[src/rtl/telemetry_pkg.sv]
`default_nettype none
// ============================================================================
// Module      : telemetry_pkg
// Description : Shared constants, state type and header helper for the
//               telemetry sampler. Defines the 7-word packet layout, in which
//               word 0 is a header and words 1..6 are the lo/hi halves of the
//               three counters.
// Revision    : 1.0 - initial release
// ============================================================================
package telemetry_pkg;

    localparam logic [7:0]  HDR_MAGIC = 8'hA5;
    localparam int          PKT_WORDS = 7;
    // The header length field counts the payload words that follow the header.
    localparam logic [15:0] HDR_LEN   = 16'(PKT_WORDS - 1);

    // Word index within a packet.
    localparam logic [2:0] IDX_HDR      = 3'd0;
    localparam logic [2:0] IDX_MCYC_LO  = 3'd1;
    localparam logic [2:0] IDX_MCYC_HI  = 3'd2;
    localparam logic [2:0] IDX_INSTR_LO = 3'd3;
    localparam logic [2:0] IDX_INSTR_HI = 3'd4;
    localparam logic [2:0] IDX_STALL_LO = 3'd5;
    localparam logic [2:0] IDX_STALL_HI = 3'd6;
    localparam logic [2:0] IDX_LAST     = IDX_STALL_HI;

    typedef enum logic [0:0] {
        IDLE = 1'b0,
        EMIT = 1'b1
    } tsamp_state_e;

    function automatic logic [31:0] header_word(input logic [7:0] seq);
        return {HDR_MAGIC, seq, HDR_LEN};
    endfunction

endpackage
`default_nettype wire

[src/rtl/telemetry_interval_timer.sv]
`default_nettype none
// ============================================================================
// Module      : telemetry_interval_timer
// Description : Periodic tick generator. While enabled with a non-zero
//               interval I, it emits a one-cycle tick every I cycles. The
//               first tick comes I cycles after the timer starts running.
// Ports       : clk, rst_n (async, active-low)
//               enable   - timer runs only while high
//               interval - period in cycles, 0 disables ticks
//               tick     - one-cycle pulse at the end of each period
// Revision    : 1.0 - initial release
// ============================================================================
module telemetry_interval_timer #(
    parameter int TIMER_W = 32
) (
    input  logic               clk,
    input  logic               rst_n,
    input  logic               enable,
    input  logic [TIMER_W-1:0] interval,
    output logic               tick
);

    logic [TIMER_W-1:0] cnt_q;
    logic [TIMER_W-1:0] cnt_d;
    logic               run;

    always_comb begin
        cnt_d = '0;
        tick  = 1'b0;
        run   = enable && (interval != '0);
        if (run) begin
            // The >= compare (rather than ==) lets a shrinking interval below
            // the current count fire immediately instead of wrapping around.
            if (cnt_q >= interval - TIMER_W'(1)) begin
                tick  = 1'b1;
                cnt_d = '0;
            end else begin
                cnt_d = cnt_q + TIMER_W'(1);
            end
        end
    end

    always_ff @(posedge clk or negedge rst_n) begin
        if (!rst_n) begin
            cnt_q <= '0;
        end else begin
            cnt_q <= cnt_d;
        end
    end

endmodule
`default_nettype wire

[src/rtl/telemetry_sampler.sv]
`default_nettype none
// ============================================================================
// Module      : telemetry_sampler
// Description : Snapshots mcycle/minstret/stall_cycles on a timer tick or a
//               software trigger. Each snapshot is serialised as a 7-word
//               32-bit packet on a valid/ready stream. While a packet is in
//               flight, one extra request can be held as pending. Any further
//               request is counted in a saturating dropped counter.
// Ports       : clk, rst_n (async, active-low)
//               enable, interval, sw_trigger     - sampling control
//               mcycle, minstret, stall_cycles   - live counters
//               out_valid/out_ready/out_data/out_last - packet stream
//               busy, dropped, seq                - status
// Revision    : 1.0 - initial release
// ============================================================================
module telemetry_sampler
    import telemetry_pkg::*;
#(
    parameter int WIDTH   = 64,
    parameter int TIMER_W = 32
) (
    input  logic               clk,
    input  logic               rst_n,
    input  logic               enable,
    input  logic [TIMER_W-1:0] interval,
    input  logic               sw_trigger,
    input  logic [WIDTH-1:0]   mcycle,
    input  logic [WIDTH-1:0]   minstret,
    input  logic [WIDTH-1:0]   stall_cycles,
    output logic               out_valid,
    input  logic               out_ready,
    output logic [31:0]        out_data,
    output logic               out_last,
    output logic               busy,
    output logic [15:0]        dropped,
    output logic [7:0]         seq
);

    tsamp_state_e state_q, state_d;
    logic [2:0]   idx_q, idx_d;
    logic [7:0]   seq_q, seq_d;
    logic         pending_q, pending_d;
    logic [15:0]  dropped_q, dropped_d;
    logic [63:0]  snap_mcycle_q, snap_mcycle_d;
    logic [63:0]  snap_instr_q, snap_instr_d;
    logic [63:0]  snap_stall_q, snap_stall_d;
    logic [31:0]  out_data_q, out_data_d;
    logic         out_last_q, out_last_d;

    logic         tick;
    logic         req;
    logic         handshake;
    logic         final_hs;
    logic         capture;
    logic [2:0]   idx_nxt;
    logic [31:0]  word_nxt;

    telemetry_interval_timer #(
        .TIMER_W (TIMER_W)
    ) u_timer (
        .clk      (clk),
        .rst_n    (rst_n),
        .enable   (enable),
        .interval (interval),
        .tick     (tick)
    );

    assign req       = enable && (tick || sw_trigger);
    assign handshake = (state_q == EMIT) && out_ready;
    assign final_hs  = handshake && (idx_q == IDX_LAST);

    // The word to present after the current one is accepted. It is taken from
    // the snapshot registers, so it is fully registered at the output.
    always_comb begin
        idx_nxt = idx_q + 3'd1;
        case (idx_nxt)
            IDX_MCYC_LO:  word_nxt = snap_mcycle_q[31:0];
            IDX_MCYC_HI:  word_nxt = snap_mcycle_q[63:32];
            IDX_INSTR_LO: word_nxt = snap_instr_q[31:0];
            IDX_INSTR_HI: word_nxt = snap_instr_q[63:32];
            IDX_STALL_LO: word_nxt = snap_stall_q[31:0];
            IDX_STALL_HI: word_nxt = snap_stall_q[63:32];
            default:      word_nxt = header_word(seq_q);
        endcase
    end

    always_comb begin
        state_d       = state_q;
        idx_d         = idx_q;
        seq_d         = seq_q;
        pending_d     = pending_q;
        dropped_d     = dropped_q;
        snap_mcycle_d = snap_mcycle_q;
        snap_instr_d  = snap_instr_q;
        snap_stall_d  = snap_stall_q;
        out_data_d    = out_data_q;
        out_last_d    = out_last_q;
        capture       = 1'b0;

        case (state_q)
            IDLE: begin
                if (req) begin
                    capture = 1'b1;
                end
            end
            EMIT: begin
                if (final_hs) begin
                    // A waiting or same-cycle request restarts immediately, so
                    // the next header follows the last word without a bubble.
                    if (pending_q || req) begin
                        capture   = 1'b1;
                        pending_d = 1'b0;
                    end else begin
                        state_d    = IDLE;
                        out_data_d = '0;
                        out_last_d = 1'b0;
                    end
                end else begin
                    if (handshake) begin
                        idx_d      = idx_nxt;
                        out_data_d = word_nxt;
                        out_last_d = (idx_nxt == IDX_LAST);
                    end
                    if (req) begin
                        if (!pending_q) begin
                            pending_d = 1'b1;
                        end else if (dropped_q != 16'hFFFF) begin
                            dropped_d = dropped_q + 16'd1;
                        end
                    end
                end
            end
            default: begin
                state_d = IDLE;
            end
        endcase

        // Counters are sampled when the request is serviced, which for a
        // pending request is later than when it was raised.
        if (capture) begin
            state_d       = EMIT;
            idx_d         = IDX_HDR;
            seq_d         = seq_q + 8'd1;
            snap_mcycle_d = 64'(mcycle);
            snap_instr_d  = 64'(minstret);
            snap_stall_d  = 64'(stall_cycles);
            out_data_d    = header_word(seq_q + 8'd1);
            out_last_d    = 1'b0;
        end
    end

    always_ff @(posedge clk or negedge rst_n) begin
        if (!rst_n) begin
            state_q       <= IDLE;
            idx_q         <= '0;
            seq_q         <= '0;
            pending_q     <= 1'b0;
            dropped_q     <= '0;
            snap_mcycle_q <= '0;
            snap_instr_q  <= '0;
            snap_stall_q  <= '0;
            out_data_q    <= '0;
            out_last_q    <= 1'b0;
        end else begin
            state_q       <= state_d;
            idx_q         <= idx_d;
            seq_q         <= seq_d;
            pending_q     <= pending_d;
            dropped_q     <= dropped_d;
            snap_mcycle_q <= snap_mcycle_d;
            snap_instr_q  <= snap_instr_d;
            snap_stall_q  <= snap_stall_d;
            out_data_q    <= out_data_d;
            out_last_q    <= out_last_d;
        end
    end

    assign out_valid = (state_q == EMIT);
    assign busy      = (state_q == EMIT);
    assign out_data  = out_data_q;
    assign out_last  = out_last_q;
    assign dropped   = dropped_q;
    assign seq       = seq_q;

endmodule
`default_nettype wire

[config.mk]
export PLATFORM = sky130hd
export DESIGN_NAME = telemetry_sampler
export DESIGN_NICKNAME = d
export VERILOG_FILES = /design/src/rtl/telemetry_pkg.sv /design/src/rtl/telemetry_interval_timer.sv /design/src/rtl/telemetry_sampler.sv
export SDC_FILE = /design/constraint.sdc
export NUM_CORES = 1
export LEC_CHECK = 0
export BUFFER_PORTS_ARGS = -buffer_cell sky130_fd_sc_hd__buf_2
export CORE_MARGIN = 2
export CORE_UTILIZATION = 55
export DETAILED_ROUTE_END_ITERATION = 16
export GPL_TIMING_DRIVEN = 0
export PLACE_DENSITY_LB_ADDON = 0.15
export SLEW_MARGIN = 25
export SYNTH_ARGS = -nofsm -noshare
export SYNTH_HDL_FRONTEND = slang
export SYNTH_SLANG_ARGS = --single-unit
export TNS_END_PERCENT = 1
[constraint.sdc]
create_clock -name clk -period 3.3 [get_ports clk]
set_input_delay 0.165 -clock clk [delete_from_list [all_inputs] [get_ports clk]]
set_output_delay 0.165 -clock clk [all_outputs]
set_load 0.02 [all_outputs]
==> results of run 1 <==
where the power goes:
part | internal, mW | switching, mW
Sequential | 5.00 | 1.10
Combinational | 3.85 | 3.64
Clock | 1.93 | 1.48
Total | 10.8 | 6.22
cell families (layout without fill, tap and decap cells):
group | count (synthesis) | after routing | synth area share, %
other cells | 0 | 4 | 0
simple gates | 283 | 283 | 9.78
xor+xnor | 86 | 86 | 5.41
flops | 286 | 286 | 51.4
buf+inv | 77 | 637 | 2.69
fa+ha+maj | 42 | 42 | 3.77
compound gates | 168 | 168 | 8.80
mux | 225 | 225 | 18.2
cells in the mapped netlist, types with 3 or more instances:
cell and instances:
nor2b_1 7, a222oi_1 14, a21o_1 11, and3_1 18, mux2_2 200, nand4_1 17, and4_1 3, dfrtp_1 286
ha_1 42, buf_4 18, a211oi_1 4, o21ai_0 22, and2_1 4, xor2_1 35, nor4_1 7, o22a_1 4
a22oi_1 40, or4_1 4, xnor2_1 51, nand3_1 30, inv_1 13, a221oi_1 14, clkbuf_1 34, nor3_1 12
a41o_1 5, buf_2 9, a31oi_1 8, nand2_1 87, o2bb2ai_1 5, nor2_1 79, mux2_1 24, a21oi_1 26
layout by cell type, fill, tap and decap left out, types with 5 or more instances in the layout:
master / count
buf_6: 14
nor3_1: 10
dlygate4sd3_1: 195
mux2_4: 138
a31oi_1: 7
o21ai_0: 22
clkbuf_1: 36
buf_12: 18
dfrtp_1: 286
mux2_2: 86
clkbuf_16: 34
a41o_1: 5
buf_2: 284
nand4_1: 17
a21oi_1: 22
nand3_1: 25
a22oi_1: 40
clkbuf_8: 8
nand2_1: 87
clkinv_2: 6
inv_1: 13
xor2_1: 35
nor2b_1: 6
a221oi_1: 14
nor2_1: 76
a222oi_1: 14
xnor2_1: 50
a21o_1: 11
o2bb2ai_1: 5
ha_1: 42
and3_1: 18
buf_4: 17
final timing paths:
kind	from	to	slack, ns
min in group clk	sw_trigger	out_last	0.25
hold / removal	rst_n	u_timer.cnt_q[16]	0.15
setup reg to reg	idx_q[0]	out_data[13]	-0.41
hold reg to reg	dropped[9]	dropped[9]	0.48
max in group asynchronous	rst_n	seq[7]	2.08
setup / recovery	interval[9]	snap_mcycle_q[42]	-0.72
state kept, by name, summed over array words and instances, names as in the netlist:
| name | cells |
|---|---|
| busy | 1 |
| dropped | 16 |
| idx_q | 3 |
| out_data | 32 |
| out_last | 1 |
| pending_q | 1 |
| seq | 8 |
| snap_instr_q | 64 |
| snap_mcycle_q | 64 |
| snap_stall_q | 64 |
| u_timer.cnt_q | 32 |
critical path, stage by stage:
cell	delay, ns
buf_6	0.10
or4_4	0.56
nor4_4	0.19
buf_4	0.17
nand3_4	0.12
nor3_4	0.27
nand2b_4	0.12
nor4_4	0.18
xnor2_1	0.13
ha_1	0.32
nand4_1	0.13
nor2_1	0.06
a221o_1	0.29
a211o_1	0.35
a21oi_4	0.20
a31oi_4	0.13
nor2_4	0.14
buf_12	0.16
buf_16	0.16
buf_12	0.18
mux2_4	0.33
per-stage QoR:
stage	instance area, um2	setup TNS, ns	worst slack, ns	cells	power, mW
after floorplan	14000	-156.33	-0.668	1167	9.77
after global placement	15800	-1400.45	-3.27	1784	11.5
after detailed placement	15900	-487.85	-1.91	1787	11.7
after CTS	19600	-157.85	-0.693	2049	15.8
after global routing	20100	-222.97	-0.909	2060	17.6
final	20100	-167.72	-0.722	2061	17.0
timing repair:
item	in CTS	in global routing
setup endpoints to repair	286	286
buffers inserted	13	4
gates cloned	1	4
pin swaps	17	11
endpoints found under the hold margin	262	0
hold buffers	195	0
resized for setup	146	112
cell type report:
| type | count | area [um2] |
|---|---|---|
| Antenna cell | 4 | 10.0 |
| Buffer | 63 | 627 |
| Clock buffer | 45 | 887 |
| Clock inverter | 9 | 85.1 |
| Fill cell | 1428 | 4920 |
| Inverter | 13 | 48.8 |
| Multi-Input combinational cell | 804 | 7120 |
| Sequential cell | 286 | 7160 |
| Tap cell | 330 | 413 |
| Timing Repair Buffer | 507 | 3770 |
per-layer routing:
layer | wire length (um) | track usage, % | up-vias | part of all wire [%]
met5 | 0 | 0 | - | 0
met4 | 2110 | 14.1 | 0 | 4.3
met2 | 24900 | 60.0 | 643 | 51
met3 | 3360 | 7.21 | 175 | 6.8
li1 | - | - | 5304 | -
met1 | 18700 | 41.7 | 6091 | 38
==> metrics.txt, run 1 <==
RSZ-0062 raised after global routing yes; Synth top area share 51.4%; Avg WL per Cell 23.8 um; Initial Util 55.6%; Final Slew Violations 0; Setup CP Type input pin to flip-flop; Seq/Total Area, Yosys 51.4%; maximum clock path buffer count 3; ys async rst share 100%; MaxCap Viol Count 0; Slew HR 36.4%; Final Util 80.4%; Synth area leader dfrtp_1; Vias 12.2k; ys flop type dfrtp_1; die width 163 um; Core Area 0.0250 mm2; yosys warns 0; CP endpoint kind flip-flop; crit path time final 4.02 ns; final hold vios 0; Clock Tree Root clkbuf_16; Syn Nets 1438; hold slack 0.146 ns; I/O pin count 288; post-synth cell types 59; Post-Synthesis Cells 1167; DRT Wirelength 49100 um; largest cells by area after synthesis dfrtp_1, mux2_2, ha_1; vias per cell 5.93; P&R area growth vs syn 44.4%; endpoints failing setup 286; Placer Congestion 0.825; Peak VDD IR 0.000638 V; Worst-path clk slew 0.06 ns; row count 58; Yosys reg bits 286; Power Dens Cells 845 mW/mm2; initial antenna violation count 3; Final period util 122%; CTS buffer count 30; first-pass GRT wire length 70600 um; Pre-antenna DRT Iters 7; setup ws final -0.722 ns; r2r worst-path depth 10; htree depth 1; number of flops mapped to enable cells by yosys 0; Pleak 9.78 nW; status finished, violations left; detailed placement HPWL 27800 um; worst path required time 3.74 ns; total gr overflow 0; failing checks negative setup slack; Avg Cell Area, Syn 11.9 um2; crit path DAT 4.46 ns; crit path max fanout 10; Max Fclk 249 MHz; Die Area 0.0266 mm2; DRC 0; share of cells above drive strength 1 37.6%; largest net degree at the start of global routing 82; Total GRT Usage 34.5%; crit start category input pin; nets@finish 1976; min-delay worst type input pin to async pin; vias in the first global route 12.8k; CTS tree built; Mapped Area 0.0139 mm2; Worst Tran Pin Value 0.954 ns; Clk Latency, worst-skew pair 0.57 ns; die height 163 um; clk_skew 0.0296 ns; Routed Antenna Nets 0; DR iter-0 viols 1082; Port Buf Inserts 287; CTS sink count 286
No activity file was read; power rests on OpenSTA's default activity.
==> run 2: changes to the inputs <==
Settings changed: CORE_ASPECT_RATIO set to 1.2.
==> run 2 against run 1 <==
Effect of this change:
- largest cell class unchanged
- routed wire length is essentially flat
- critical path depth shrank 3
- maximum frequency grew 2.8%
- the run still ends with negative setup slack left
- sequential power is essentially flat
- clock skew shrank 0.014 ns
- worst hold slack lost 0.042 ns
- worst setup slack gained 0.11 ns
- first-iteration DRC count shrank 21%
==> metrics.txt, run 2 (synthesis gave the netlist of run 1 again) <==
Pre-antenna DRT Iters 7 (unchanged); Initial Util 56.1% (+0.46 points); MaxCap Viol Count 0 (unchanged); share of cells above drive strength 1 36.7% (-0.98 points); Setup CP Type input pin to flip-flop; crit path max fanout 10 (unchanged); finished layout cell area 0.0199 mm2 (-0.93%); hold slack 0.104 ns (-0.0421 ns); nets@finish 1964 (-0.61%); Port Buf Inserts 287 (unchanged); largest net degree at the start of global routing 94 (+15%); failing checks negative setup slack; Vias 12.3k (+0.69%); Final Util 80.3% (-0.088 points); vias in the first global route 13.1k (+3.0%); die height 178 um (+9.3%); initial antenna violation count 5 (+2); detailed placement HPWL 28500 um (+2.8%); I/O pin count 288 (unchanged); CTS buffer count 28 (-6.7%); fillers 1423 (-0.35%); Die Area 0.0266 mm2 (about the same); vias per cell 6.02 (+1.5%); Power Dens Cells 855 mW/mm2 (+1.2%); r2r worst-path depth 10 (unchanged); Total GRT Usage 35.8% (+1.3 points); RSZ-0062 raised after global routing yes; Worst-path clk slew 0.06 ns (about the same); first-pass GRT wire length 73000 um (+3.4%); Place WS -1.65 ns (+0.257 ns); DP Cell Count 1782 (-0.28%); Clk Latency, worst-skew pair 0.55 ns (-0.02 ns); CTS sink count 286 (unchanged); Final period util 119% (-3.4 points); crit path time final 3.91 ns (-0.111 ns); setup ws final -0.611 ns (+0.111 ns); Placer Congestion 0.840 (+1.8%); crit path DAT 4.33 ns (-0.13 ns); htree depth 1 (unchanged); Peak VDD IR 0.000684 V (+7.3%); Routed Antenna Nets 0 (unchanged); crit start category input pin; Core Area 0.0248 mm2 (-0.82%); hold depth 3; CTS tree built; maximum clock path buffer count 3 (unchanged); non-filler cells, final 2044 (-0.82%); status finished, violations left; Avg WL per Cell 24.0 um (+0.87%); DRT Wirelength 49200 um (about the same); die width 149 um (-8.5%); most frequent cells in the layout dfrtp_1, buf_2, dlygate4sd3_1, mux2_4, nand2_1; row count 63 (+8.6%); Clock Tree Root clkbuf_16; Pleak 9.75 nW (-0.32%); DR iter-0 viols 850 (-21%); clk_skew 0.0159 ns (-0.0137 ns); total gr overflow 0 (unchanged); Top Registers snap_instr_q x64, snap_mcycle_q x64, snap_stall_q x64; final hold vios 0 (unchanged); Post-DP Area 0.0159 mm2 (about the same); worst path required time 3.72 ns (-0.02 ns); CP endpoint kind flip-flop; DRC 0 (unchanged); endpoints failing setup 282 (-1.4%); min-delay worst type input pin to flip-flop; Slew HR 38.3% (+2.0 points); Final Slew Violations 0 (unchanged); leading cell type in the layout, fill and taps excluded dfrtp_1; Max Fclk 256 MHz (+2.8%); P&R area growth vs syn 43.1%; Worst Tran Pin Value 0.925 ns (-0.0297 ns)
run 2: cell types whose count changed in the layout (fill, tap and decap cells not counted), moves of 3 or more:
cell / change
mux2_2: -19
mux2_4: +18
buf_6: -9
clkbuf_16: -4
bufinv_16: +3
clkbuf_1: -3
clkbuf_2: +3
nand3_1: +3
run 2: worst max-delay path, cell delays in order:
cell and delay, ns:
buf_2 0.13, or4_4 0.54, and4bb_1 0.35, nand4_1 0.21, nor4_2 0.32, xnor2_1 0.16
ha_1 0.28, a21oi_1 0.15, nand2_1 0.07, a221o_1 0.35, a211o_1 0.30, a21oi_4 0.20
a31oi_4 0.13, nor2_4 0.14, buf_12 0.15, buf_12 0.16, buf_12 0.17, mux2_4 0.33
run 2: final cells by class:
type | count | area, um2 | share of cell area, %
diodes | 6 | 15.0 | 0.0753
plain buffers | 64 | 602 | 3.02
clock buffers | 40 | 827 | 4.15
clock inverters | 10 | 150 | 0.753
inverters | 13 | 48.8 | 0.245
multi-input cells | 804 | 7100 | 35.6
flip-flops and latches | 286 | 7160 | 35.9
well taps | 325 | 407 | 2.04
repair buffers | 496 | 3620 | 18.2
run 2: worst paths after layout:
path	endpoint	from	slack [ns]
max	snap_instr_q[32]	interval[15]	-0.61
min	u_timer.cnt_q[31]	enable	0.10
max reg2reg	out_data[7]	idx_q[0]	-0.42
min reg2reg	out_data[3]	out_data[3]	0.48
max in group asynchronous	snap_instr_q[36]	rst_n	1.67
min in group asynchronous	u_timer.cnt_q[4]	rst_n	0.13
run 2: metal layers:
layer  share of wire (%)  global-route usage, %  vias to the layer above
li1                    -                      -                     5280
met1                  36                   40.2                     6128
met2                  51                   64.0                      681
met3                 7.5                   7.98                      208
met4                 5.7                   17.7                        0
met5                   0                      0                        -
run 2: through the flow:
stage               TNS (ns)  power, mW
floorplan            -156.33       9.77
global placement    -1336.25       11.5
detailed placement   -430.18       11.7
CTS                  -162.92       16.1
global route         -184.10       17.7
finish               -131.73       17.0
run 2: timing repair:
item	CTS	global route
setup endpoints to repair	286	286
cloned	1	1
hold buffers	194	0
gates resized for setup	175	75
pin swaps	8	3
endpoints found under the hold margin	313	0
setup buffers	9	1
run 2: where the power goes:
part | internal (mW) | total [mW] | leakage, nW | switching, mW
combinational | 3.86 | 7.47 | 5.75 | 3.61
clock | 2.05 | 3.45 | 0.486 | 1.41
sequential | 5.00 | 6.12 | 3.51 | 1.12
